<file path="src/rtl/seg595_scan_driver_if.sv">
// Control/status and 74HC595 serial-bus bundle for seg595_scan_driver.
// The CPU side uses the master modport and the scan driver uses the slave modport.
interface seg595_scan_driver_if #(
  parameter int NUM_DIGITS = 8
);
  logic                    enable;
  logic [4*NUM_DIGITS-1:0] hex_data;
  logic [NUM_DIGITS-1:0]   dp_mask;
  logic [NUM_DIGITS-1:0]   blank_mask;
  logic                    lz_blank;
  logic                    clk;
  logic                    dat;
  logic                    str;
  logic                    busy;
  logic                    frame_done;

  modport master (
    output enable, hex_data, dp_mask, blank_mask, lz_blank,
    input  clk, dat, str, busy, frame_done
  );

  modport slave (
    input  enable, hex_data, dp_mask, blank_mask, lz_blank,
    output clk, dat, str, busy, frame_done
  );
endinterface

</file>
<file path="src/rtl/seg595_scan_driver.sv">
// Multiplexed 7-segment scanner that drives a chained 74HC595 pair over clk/dat/str.
// Each digit sends {segments, one-hot select} MSB first, latches it, then dwells.
module seg595_scan_driver #(
  parameter int NUM_DIGITS     = 8,
  parameter int CLK_DIV        = 2,
  parameter int DWELL          = 1000,
  parameter bit SEG_ACTIVE_LOW = 1'b1,
  parameter bit SEL_ACTIVE_LOW = 1'b0
) (
  input  logic                sys_clk,
  input  logic                sys_rst,
  seg595_scan_driver_if.slave bus
);

  localparam int W       = 8 + NUM_DIGITS;
  localparam int IDX_W   = (NUM_DIGITS > 1) ? $clog2(NUM_DIGITS) : 1;
  localparam int BIT_W   = $clog2(W);
  localparam int CNT_MAX = (DWELL > CLK_DIV) ? DWELL : CLK_DIV;
  localparam int CNT_W   = (CNT_MAX > 1) ? $clog2(CNT_MAX) : 1;

  localparam logic [CNT_W-1:0]      DIV_LOAD   = CNT_W'(CLK_DIV - 1);
  localparam logic [CNT_W-1:0]      DWELL_LOAD = CNT_W'((DWELL > 0) ? DWELL - 1 : 0);
  localparam logic [BIT_W-1:0]      BITS_LOAD  = BIT_W'(W - 1);
  localparam logic [IDX_W-1:0]      LAST_IDX   = IDX_W'(NUM_DIGITS - 1);
  localparam logic [7:0]            SEG_XOR    = SEG_ACTIVE_LOW ? 8'hFF : 8'h00;
  localparam logic [NUM_DIGITS-1:0] SEL_XOR    = SEL_ACTIVE_LOW ? '1 : '0;
  localparam logic [W-1:0]          BLANK_WORD = {SEG_XOR, SEL_XOR};

  typedef enum logic [2:0] {
    S_IDLE,
    S_LOAD,
    S_SHIFT_LO,
    S_SHIFT_HI,
    S_STROBE,
    S_HOLD,
    S_BLANK
  } state_t;

  state_t                  state_reg, state_next;
  logic [CNT_W-1:0]        cnt_reg, cnt_next;
  logic [BIT_W-1:0]        bits_reg, bits_next;
  logic [W-1:0]            shift_reg, shift_next;
  logic [IDX_W-1:0]        idx_reg, idx_next;
  logic                    blank_word_reg, blank_word_next;
  logic                    blank_sent_reg, blank_sent_next;
  logic                    dat_reg, dat_next;
  logic                    clk_reg, str_reg, busy_reg, frame_done_reg;
  logic                    frame_pulse;
  logic                    hold_exit;
  logic                    snap_en;

  logic [4*NUM_DIGITS-1:0] snap_hex_reg;
  logic [NUM_DIGITS-1:0]   snap_dp_reg;
  logic [NUM_DIGITS-1:0]   snap_blank_reg;
  logic [NUM_DIGITS-1:0]   snap_supp_reg;

  logic [NUM_DIGITS-1:0]   live_supp;
  logic [NUM_DIGITS-1:0]   sel_onehot;
  logic [3:0]              cur_nib;
  logic                    cur_dp;
  logic                    cur_blank;
  logic                    cur_supp;
  logic [7:0]              cur_seg;
  logic [W-1:0]            digit_word;

  function automatic logic [6:0] hex_to_seg(input logic [3:0] nib);
    case (nib)
      4'h0:    return 7'h3F;
      4'h1:    return 7'h06;
      4'h2:    return 7'h5B;
      4'h3:    return 7'h4F;
      4'h4:    return 7'h66;
      4'h5:    return 7'h6D;
      4'h6:    return 7'h7D;
      4'h7:    return 7'h07;
      4'h8:    return 7'h7F;
      4'h9:    return 7'h6F;
      4'hA:    return 7'h77;
      4'hB:    return 7'h7C;
      4'hC:    return 7'h39;
      4'hD:    return 7'h5E;
      4'hE:    return 7'h79;
      default: return 7'h71;
    endcase
  endfunction

  // Leading-zero mask is taken from the live inputs at the same moment as the snapshot,
  // so it always describes the frame that is about to be shown.
  always_comb begin
    logic zero_run;
    zero_run  = 1'b1;
    live_supp = '0;
    for (int i = NUM_DIGITS - 1; i >= 0; i--) begin
      zero_run = zero_run && (bus.hex_data[4*i +: 4] == 4'h0);
      if (i != 0) begin
        live_supp[i] = bus.lz_blank && zero_run;
      end
    end
  end

  genvar gi;
  generate
    for (gi = 0; gi < NUM_DIGITS; gi++) begin : g_sel
      assign sel_onehot[gi] = (idx_reg == IDX_W'(gi));
    end
  endgenerate

  // Digit 0 reads the live inputs because its word is built in the very cycle the snapshot is taken.
  always_comb begin
    if (idx_reg == '0) begin
      cur_nib   = bus.hex_data[3:0];
      cur_dp    = bus.dp_mask[0];
      cur_blank = bus.blank_mask[0];
      cur_supp  = 1'b0;
    end else begin
      cur_nib   = snap_hex_reg[{idx_reg, 2'b00} +: 4];
      cur_dp    = snap_dp_reg[idx_reg];
      cur_blank = snap_blank_reg[idx_reg];
      cur_supp  = snap_supp_reg[idx_reg];
    end
    if (cur_blank) begin
      cur_seg = 8'h00;
    end else if (cur_supp) begin
      cur_seg = {cur_dp, 7'h00};
    end else begin
      cur_seg = {cur_dp, hex_to_seg(cur_nib)};
    end
  end

  assign digit_word = {cur_seg ^ SEG_XOR, sel_onehot ^ SEL_XOR};

  always_comb begin
    state_next      = state_reg;
    cnt_next        = cnt_reg;
    bits_next       = bits_reg;
    shift_next      = shift_reg;
    idx_next        = idx_reg;
    blank_word_next = blank_word_reg;
    blank_sent_next = blank_sent_reg;
    dat_next        = dat_reg;
    frame_pulse     = 1'b0;
    hold_exit       = 1'b0;
    snap_en         = 1'b0;

    case (state_reg)
      S_IDLE: begin
        dat_next = 1'b0;
        if (bus.enable) begin
          idx_next   = '0;
          state_next = S_LOAD;
        end
      end
      S_LOAD: begin
        snap_en         = (idx_reg == '0);
        shift_next      = digit_word;
        dat_next        = digit_word[W-1];
        bits_next       = BITS_LOAD;
        cnt_next        = DIV_LOAD;
        blank_word_next = 1'b0;
        blank_sent_next = 1'b0;
        state_next      = S_SHIFT_LO;
      end
      S_BLANK: begin
        shift_next      = BLANK_WORD;
        dat_next        = BLANK_WORD[W-1];
        bits_next       = BITS_LOAD;
        cnt_next        = DIV_LOAD;
        blank_word_next = 1'b1;
        state_next      = S_SHIFT_LO;
      end
      S_SHIFT_LO: begin
        if (cnt_reg == '0) begin
          cnt_next   = DIV_LOAD;
          state_next = S_SHIFT_HI;
        end else begin
          cnt_next = cnt_reg - 1'b1;
        end
      end
      S_SHIFT_HI: begin
        if (cnt_reg != '0) begin
          cnt_next = cnt_reg - 1'b1;
        end else if (bits_reg != '0) begin
          shift_next = shift_reg << 1;
          dat_next   = shift_reg[W-2];
          bits_next  = bits_reg - 1'b1;
          cnt_next   = DIV_LOAD;
          state_next = S_SHIFT_LO;
        end else begin
          dat_next   = 1'b0;
          cnt_next   = DIV_LOAD;
          state_next = S_STROBE;
        end
      end
      S_STROBE: begin
        if (cnt_reg != '0) begin
          cnt_next = cnt_reg - 1'b1;
        end else if (blank_word_reg) begin
          blank_sent_next = 1'b1;
          state_next      = S_IDLE;
        end else if (DWELL == 0) begin
          hold_exit = 1'b1;
        end else begin
          cnt_next   = DWELL_LOAD;
          state_next = S_HOLD;
        end
      end
      S_HOLD: begin
        if (cnt_reg == '0) begin
          hold_exit = 1'b1;
        end else begin
          cnt_next = cnt_reg - 1'b1;
        end
      end
      default: state_next = S_IDLE;
    endcase

    // End of a digit's dwell: advance the scan, or wind down with one dark word.
    if (hold_exit) begin
      frame_pulse = (idx_reg == LAST_IDX);
      idx_next    = (idx_reg == LAST_IDX) ? '0 : idx_reg + 1'b1;
      if (bus.enable) begin
        state_next = S_LOAD;
      end else if (blank_sent_reg) begin
        state_next = S_IDLE;
      end else begin
        state_next = S_BLANK;
      end
    end
  end

  always_ff @(posedge sys_clk) begin
    if (sys_rst) begin
      state_reg      <= S_IDLE;
      cnt_reg        <= '0;
      bits_reg       <= '0;
      shift_reg      <= '0;
      idx_reg        <= '0;
      blank_word_reg <= 1'b0;
      blank_sent_reg <= 1'b0;
      dat_reg        <= 1'b0;
      clk_reg        <= 1'b0;
      str_reg        <= 1'b0;
      busy_reg       <= 1'b0;
      frame_done_reg <= 1'b0;
    end else begin
      state_reg      <= state_next;
      cnt_reg        <= cnt_next;
      bits_reg       <= bits_next;
      shift_reg      <= shift_next;
      idx_reg        <= idx_next;
      blank_word_reg <= blank_word_next;
      blank_sent_reg <= blank_sent_next;
      dat_reg        <= dat_next;
      clk_reg        <= (state_next == S_SHIFT_HI);
      str_reg        <= (state_next == S_STROBE);
      busy_reg       <= (state_next != S_IDLE);
      frame_done_reg <= frame_pulse;
    end
  end

  always_ff @(posedge sys_clk) begin
    if (snap_en) begin
      snap_hex_reg   <= bus.hex_data;
      snap_dp_reg    <= bus.dp_mask;
      snap_blank_reg <= bus.blank_mask;
      snap_supp_reg  <= live_supp;
    end
  end

  assign bus.clk        = clk_reg;
  assign bus.dat        = dat_reg;
  assign bus.str        = str_reg;
  assign bus.busy       = busy_reg;
  assign bus.frame_done = frame_done_reg;

endmodule

</file>
<file path="src/flat_wrapper.sv">
// flat-port wrapper written by rule: the top's interface ports become plain ports
module seg595_scan_driver_flat 
#(
  parameter int NUM_DIGITS     = 8,
  parameter int CLK_DIV        = 2,
  parameter int DWELL          = 1000,
  parameter bit SEG_ACTIVE_LOW = 1'b1,
  parameter bit SEL_ACTIVE_LOW = 1'b0
)
  (sys_clk, sys_rst, bus_enable, bus_hex_data, bus_dp_mask, bus_blank_mask, bus_lz_blank, bus_clk, bus_dat, bus_str, bus_busy, bus_frame_done);
  seg595_scan_driver_if #(.NUM_DIGITS(NUM_DIGITS)) bus_i ();
  input  logic sys_clk;
  input  logic sys_rst;
  input wire logic [$bits(bus_i.enable)-1:0] bus_enable;
  input wire logic [$bits(bus_i.hex_data)-1:0] bus_hex_data;
  input wire logic [$bits(bus_i.dp_mask)-1:0] bus_dp_mask;
  input wire logic [$bits(bus_i.blank_mask)-1:0] bus_blank_mask;
  input wire logic [$bits(bus_i.lz_blank)-1:0] bus_lz_blank;
  output wire logic [$bits(bus_i.clk)-1:0] bus_clk;
  output wire logic [$bits(bus_i.dat)-1:0] bus_dat;
  output wire logic [$bits(bus_i.str)-1:0] bus_str;
  output wire logic [$bits(bus_i.busy)-1:0] bus_busy;
  output wire logic [$bits(bus_i.frame_done)-1:0] bus_frame_done;
  assign bus_i.enable = bus_enable;
  assign bus_i.hex_data = bus_hex_data;
  assign bus_i.dp_mask = bus_dp_mask;
  assign bus_i.blank_mask = bus_blank_mask;
  assign bus_i.lz_blank = bus_lz_blank;
  assign bus_clk = bus_i.clk;
  assign bus_dat = bus_i.dat;
  assign bus_str = bus_i.str;
  assign bus_busy = bus_i.busy;
  assign bus_frame_done = bus_i.frame_done;
  seg595_scan_driver #(.NUM_DIGITS(NUM_DIGITS), .CLK_DIV(CLK_DIV), .DWELL(DWELL), .SEG_ACTIVE_LOW(SEG_ACTIVE_LOW), .SEL_ACTIVE_LOW(SEL_ACTIVE_LOW)) u_core (.sys_clk(sys_clk), .sys_rst(sys_rst), .bus(bus_i));
endmodule
</file>
<file path="config.mk">
export PLATFORM = sky130hd
export DESIGN_NAME = seg595_scan_driver_flat
export DESIGN_NICKNAME = d
export VERILOG_FILES = /design/src/rtl/seg595_scan_driver_if.sv /design/src/rtl/seg595_scan_driver.sv /design/src/flat_wrapper.sv
export SDC_FILE = /design/constraint.sdc
export NUM_CORES = 1
export LEC_CHECK = 0
export CAP_MARGIN = 20
export CORE_MARGIN = 5
export CORE_UTILIZATION = 25
export CTS_CLUSTER_SIZE = 10
export DETAILED_ROUTE_END_ITERATION = 8
export HOLD_SLACK_MARGIN = 0.05
export SLEW_MARGIN = 15
export SYNTH_ARGS = -nofsm -noshare
export SYNTH_HDL_FRONTEND = slang
export SYNTH_SLANG_ARGS = --single-unit
</file>
<file path="constraint.sdc">
create_clock -name sys_clk -period 4.41 [get_ports sys_clk]
set_input_delay 1.323 -clock sys_clk [delete_from_list [all_inputs] [get_ports sys_clk]]
set_output_delay 1.323 -clock sys_clk [all_outputs]
set_load 0.005 [all_outputs]
</file>
==> results by group, run 1 <==
Run status
  – Status: complete, no violations

Power
  – PwrDens: 522 mW/mm^2
  – Static Leak: 2.07 nW
  – Worst VDD drop: about 0.23 mV
  – Total power: 0.00320 W

Setup path
  – Crit start category: input port
  – Worst Path Required: 4.64 ns
  – Reg-to-reg endpoint: u_core.shift_reg[11]
  – Worst r2r src: u_core.idx_reg[0]
  – Crit path DAT: approximately 3.3 ns
  – Critical path class: in2reg
  – CP Max Fanout: 14
  – Setup crit end kind: register
  – R2r worst-path depth: 10
  – R2R Setup Slk: 1.40 ns

Synthesis
  – Post-synth top flop: edfxtp_1
  – Syn_area_per_cell: 10.8 sq um
  – Register bit total from synthesis: 97
  – EDFF count, synth: 55
  – Synth async-reset ratio: 0%
  – Cells after Synth: 462
  – Synthesized Nets: 528
  – Ys Warns: 0
  – Sequential share of the synthesized area: 49.9%
  – Mapped Area: 0.00499 sq mm
  – Post-synth cell types: 70

Clocking
  – Clock buffer depth: 2
  – Worst-path clk slew: 0.07 ns
  – Root buf cell: clkbuf_16
  – CTS tree: yes
  – Post-CTS sizing: 0
  – Postcts setup bufs: 0
  – H-tree levels: 3
  – Number of buffers created by CTS: 9
  – CTS Hold Bufs: 0
  – CTS Sinks: 97
  – Worst skew pair latency: 0.35 ns

Hold path
  – Min-Delay Path Class: reg2reg
  – Cell depth of the worst min-delay path: 2
  – Hold Path Sink: u_core.shift_reg[3]
  – Hold path start: u_core.shift_reg[3]

Layout
  – Most frequent cells in the layout: 56 x clkdlybuf4s50_1, 55 x edfxtp_1, 42 x dfxtp_1, 36 x nor2_1, 27 x a21oi_1
  – Ant. Diodes: 0
  – Final instance area: 0.00614 sq mm
  – Most common cell after layout, fill and taps aside: clkdlybuf4s50_1
  – Fin nets: 578
  – Max FFs per register: 32
  – Layout area overhead: 22.9%
  – Share of cells above drive strength 1: between 10% and 20%

STA
  – Hold slack: 0.500 ns
  – Clock skew after layout: 0.0103 ns
  – F_max: ~330 MHz
  – Final hold vios: 0
  – Worst slew pin tran: 0.902 ns
  – Tcrit/Tclk final: a little over two thirds
  – RSZ-0062 raised after global routing: false
  – Setup TNS: 0 ns
  – Tmin final: 3.07 ns
  – Final setup viols: 0
  – Worst slew margin: 39.8%
  – Slew Limit Fails: 0

Route
  – DR WL/cell: approximately 15 um
  – Routed Antenna Nets: 0
  – DRC errors left: 0
  – Total number of vias: 3,816
  – Detailed Route Iter0 Violations: 276
  – Initial DRT Pass Iterations: 4
  – Vias per cell: about 5
  – Routed wire length: about 12,000 um

Floorplanning
  – I/O pin cnt: 57
  – Die Span X: 151 um
  – Die area: 0.0229 sq mm
  – Num rows: 51
  – Die H: 151 um
  – Starting density of the core: 25.5%
  – Core ar.: ~0.02 sq mm

Global route
  – GRT Total Usage: 10.8%
  – Number of global-route vias before repair: 3,845
  – Initial antenna violation count: 0
  – Grt ovf: 0
  – First-pass GRT wire length: just under 20,000 um
  – Pin count of the biggest net entering global routing: 38

Place
  – Final GP Congestion: 0.818
  – DP Area: 0.00583 sq mm
  – Hpwl dp: 8730 um
  – Port bufs: 56

Flow run
  – Maxcap violations: 0
## through the flow
stage / setup WS, ns / utilization [%] / instances
floorplan: 1.16 / - / 462
global placement: 1.02 / 29.8 / 766
detailed placement: 0.987 / 29.8 / 766
CTS: 1.37 / 31.3 / 782
global route: 1.18 / 31.3 / 782
finish: 1.34 / 31.3 / 782
## cell families after synthesis
group / share of synthesized area (%)
XOR/XNOR: 1.05
multiplexers: 6.61
flip-flops: 49.9
AND/OR/NAND/NOR: 16.4
adder cells (fa/ha/maj): 3.51
buffers and inverters: 3.83
AO/OA/AOI/OAI: 18.7
## where the power goes
group,switching (W),total [W],internal [W]
clock network,0.000356,0.000802,0.000446
logic,0.000679,0.00112,0.000437
registers,0.000103,0.00128,0.00118
## synthesized netlist by cell type (3+ instances only)
cell	count	share of area (%)
nand2b_1	11	1.4
nor3_1	13	1.3
buf_2	12	1.2
nor3b_1	6	0.90
a211oi_1	7	1.1
mux2i_1	15	3.0
mux4_2	5	2.3
a31oi_1	9	1.1
or3_1	3	0.38
edfxtp_1	55	33
a32o_1	3	0.60
xnor2_1	4	0.70
a32oi_1	6	1.1
o211a_1	3	0.60
a311oi_1	7	1.2
ha_1	14	3.5
o21ai_0	22	2.2
a21o_1	3	0.45
a21oi_1	27	2.7
nor2_1	36	2.7
o221ai_1	3	0.53
nand3_1	6	0.60
and2_1	6	0.75
nand2_1	26	2.0
clkbuf_1	13	0.98
a221oi_1	3	0.53
nor2b_1	11	1.4
mux2_2	6	1.4
o211ai_1	3	0.45
a221o_1	3	0.60
inv_1	15	1.1
or3b_2	4	0.70
nor4_1	10	1.3
dfxtp_1	42	17
and3_1	6	0.75
## routing by layer
| metal | vias to the layer above | global-route usage [%] | routed length, um |
|---|---|---|---|
| li1 | 1877 | - | - |
| met1 | 1840 | 13.7 | 5370 |
| met2 | 95 | 18.1 | 5840 |
| met3 | 4 | 3.38 | 528 |
| met4 | 0 | 2.09 | 40 |
| met5 | - | 0 | 0 |
## cell type report
class | count | area (sq um)
Fill cell | 1991 | 13500
Sequential cell | 97 | 2490
Multi-Input combinational cell | 322 | 2310
Timing Repair Buffer | 67 | 643
Tap cell | 265 | 332
Clock buffer | 9 | 225
Clock inverter | 7 | 76.3
Inverter | 15 | 56.3
## critical path, stage by stage
cell and delay, ns:
clkdlybuf4s50_1 0.50, inv_1 0.05, a22oi_1 0.17, nand3_1 0.45, nor2b_1 0.33, a222oi_1 0.36
o211ai_1 0.12
## worst max path at each step
| stage | startpoint | endpoint | slack, ns |
|---|---|---|---|
| after floorplan | u_core.idx_reg[0] | u_core.snap_blank_reg[0] | 1.16 |
| after global placement | bus_hex_data[3] | u_core.shift_reg[8] | 1.02 |
| after detailed placement | bus_hex_data[3] | u_core.shift_reg[8] | 0.99 |
| after CTS | bus_hex_data[3] | u_core.shift_reg[8] | 1.37 |
| after global routing | u_core.idx_reg[0] | u_core.shift_reg[10] | 1.18 |
| final | bus_hex_data[3] | u_core.shift_reg[8] | 1.34 |
No activity file was read; power rests on OpenSTA's default activity.
==> inputs of run 2 (changes only) <==
Clock period 4.41 ns to 3 ns, I/O delays scaled along.
==> run 2 against run 1 <==
  * Cell area up 1.1%
  * Non-clock buffer count grew 5
  * First-iteration DRC count is 5.4% lower
  * Via count grew 2.5%
  * Critical path depth increased by 1
  * Largest cell class unchanged
==> results by group, run 2 (synthesis results as in run 1) <==
Run status
  – Status: complete, no violations

Layout
  – Most common cell after layout, fill and taps aside: clkdlybuf4s50_1
  – Fin nets: 583 (+0.87%)
  – Ant. Diodes: 0 (unchanged)
  – Share of cells above drive strength 1: 12.8% (+1.2 points)
  – Layout area overhead: 24.2%
  – Most frequent cells in the layout: 56 x clkdlybuf4s50_1, 55 x edfxtp_1, 42 x dfxtp_1, 36 x nor2_1, 27 x a21oi_1
  – Max FFs per register: 32 (unchanged)
  – Sequential cell area: 0.00249 sq mm (unchanged)
  – Footprint of the multi-input gates: 0.00232 sq mm (+0.27%)
  – Number of fillers in the final layout: 1,987 (-0.20%)
  – Non-Filler Instances: 787 (+0.64%)
  – Final instance area: 0.00620 sq mm (+1.1%)

Clocking
  – CTS tree: yes
  – Post-CTS sizing: 0 (unchanged)
  – CTS Hold Bufs: 0 (unchanged)
  – CTS Sinks: 97 (unchanged)
  – Root buf cell: clkbuf_16
  – Clock buffer depth: 2 (unchanged)
  – Postcts setup bufs: 0 (unchanged)
  – Worst-path clk slew: 0.07 ns (about the same)
  – Worst skew pair latency: 0.35 ns (about the same)
  – Number of buffers created by CTS: 9 (unchanged)
  – H-tree levels: 3 (unchanged)

Global route
  – First-pass GRT wire length: 19,800 um (+0.42%)
  – Most crowded layer after global routing: met2
  – Met2 Use GR: 18.3% (+0.18 points)
  – GR Util met3: 3.65% (+0.27 points)
  – GRT Total Usage: 10.8% (+0.046 points)
  – Number of global-route vias before repair: 4,008 (+4.2%)
  – Initial antenna violation count: 0 (unchanged)
  – Met1 GRT Util: 13.3% (-0.35 points)
  – Grt ovf: 0 (unchanged)
  – Pin count of the biggest net entering global routing: 48 (+26%)

Floorplanning
  – Die area: 0.0229 sq mm (unchanged)
  – Core ar.: 0.0196 sq mm (unchanged)
  – Die H: 151 um (unchanged)
  – Die Span X: 151 um (unchanged)
  – Num rows: 51 (unchanged)
  – I/O pin cnt: 57 (unchanged)
  – Starting density of the core: 25.5% (unchanged)

Power
  – PwrDens: 768 mW/mm^2 (+47%)
  – Worst VDD drop: 0.369 mV (+58%)
  – Static Leak: 2.09 nW (+1.4%)

STA
  – Slew Limit Fails: 0 (unchanged)
  – Clock skew after layout: 0.00981 ns (-0.000463 ns)
  – Final setup viols: 0 (unchanged)
  – Final hold vios: 0 (unchanged)
  – Setup TNS: 0 ns (unchanged)
  – F_max: 357 MHz
  – Worst slew margin: 52.3% (+12 points)
  – Tmin final: 2.80 ns
  – Tcrit/Tclk final: 93.5%
  – Worst slew pin tran: 0.709 ns (-0.193 ns)
  – RSZ-0062 raised after global routing: false

Route
  – Detailed Route Iter0 Violations: 261 (-5.4%)
  – Routed wire length: 12,100 um (+3.0%)
  – Total number of vias: 3,913 (+2.5%)
  – Initial DRT Pass Iterations: 4 (unchanged)
  – Routed Antenna Nets: 0 (unchanged)
  – Vias per cell: 4.97 (+1.9%)
  – DRC errors left: 0 (unchanged)
  – DR WL/cell: 15.4 um (+2.3%)

Place
  – Port bufs: 56 (unchanged)
  – Inst Count DP: 771 (+0.65%)
  – Hpwl dp: 8880 um (+1.7%)
  – Final GP Congestion: 0.811 (-0.86%)
  – DP Area: 0.00589 sq mm (+0.96%)

Setup path
  – Worst Path Required: 3.20 ns (-1.44 ns)
  – Cells along the critical path: inv_1 -> ha_1 -> or4b_1 -> or3_1 -> a21o_4 -> nor3b_1 -> a311oi_1 -> a311oi_1
  – CP peak stage delay: 0.57 ns (+0.07 ns)
  – CP Max Fanout: 9 (-5)
  – Critical path class: reg2reg
  – Crit start category: register
  – Crit path buf inv count: 1 (-1)
  – Slowest cell on crit path: or4b_1
  – Crit path DAT: 3.00 ns (-0.30 ns)
  – CP top delay family: simple AND/OR/NAND/NOR gates
  – Cell mode on critical path: a311oi_1
  – Setup crit end kind: register

Flow run
  – Maxcap violations: 0 (unchanged)

Hold path
  – Min-Delay Path Class: reg2reg
## run 2: worst min-delay path, delay by kind of cell, from the launching register on
kind | cells | cell delay (ns)
flops | 1 | 0.33
simple gates | 1 | 0.07
compound gates | 1 | 0.06
## run 2: power by group
part	total, W	internal, W	switching [W]	leakage, nW
clock network	0.00121	0.000664	0.000543	0.151
registers	0.00191	0.00174	0.000175	0.856
logic	0.00165	0.000659	0.000988	1.09
## run 2: final timing paths
check,start,endpoint,slack [ns],depth (start not counted)
setup reg to reg,u_core.cnt_reg[0],u_core.cnt_reg[9],0.20,8
hold reg to reg,u_core.shift_reg[0],u_core.shift_reg[0],0.49,2
hold / removal,u_core.shift_reg[0],u_core.shift_reg[0],0.49,2
setup / recovery,u_core.cnt_reg[0],u_core.cnt_reg[9],0.20,8
## run 2: cell type report
cell class | instances | area share (%)
clock inverter | 7 | 1.37
clock buffer | 9 | 3.63
tap | 265 | 5.35
inverter | 15 | 0.908
timing repair buffer | 72 | 11.2
sequential | 97 | 40.2
multi-input combinational | 322 | 37.4
## run 2: per-stage QoR
stage	utilization (%)	hold slack [ns]	worst slack (ns)	power (W)
finish	31.7	0.491	0.195	0.00477
global route	31.7	0.525	0.0739	0.00505
CTS	31.7	0.495	0.261	0.00480
detailed placement	30.1	0.478	0.184	0.00357
global placement	30.1	0.478	0.213	0.00352
floorplan	-	0.457	0.176	0.00312
## run 2: metal layers
layer / wire length [um] / part of all wire, % / vias to the layer above
li1: - / - / 1877
met1: 5270 / 43 / 1893
met2: 5810 / 48 / 126
met3: 894 / 7.4 / 17
met4: 162 / 1.3 / 0
met5: 0 / 0 / -
==> inputs of run 3 (changes only) <==
Settings changed: SLEW_MARGIN 15 to not set.
==> results of run 3 <==
The final DEF is identical to that of run 2; final timing and power are the same.
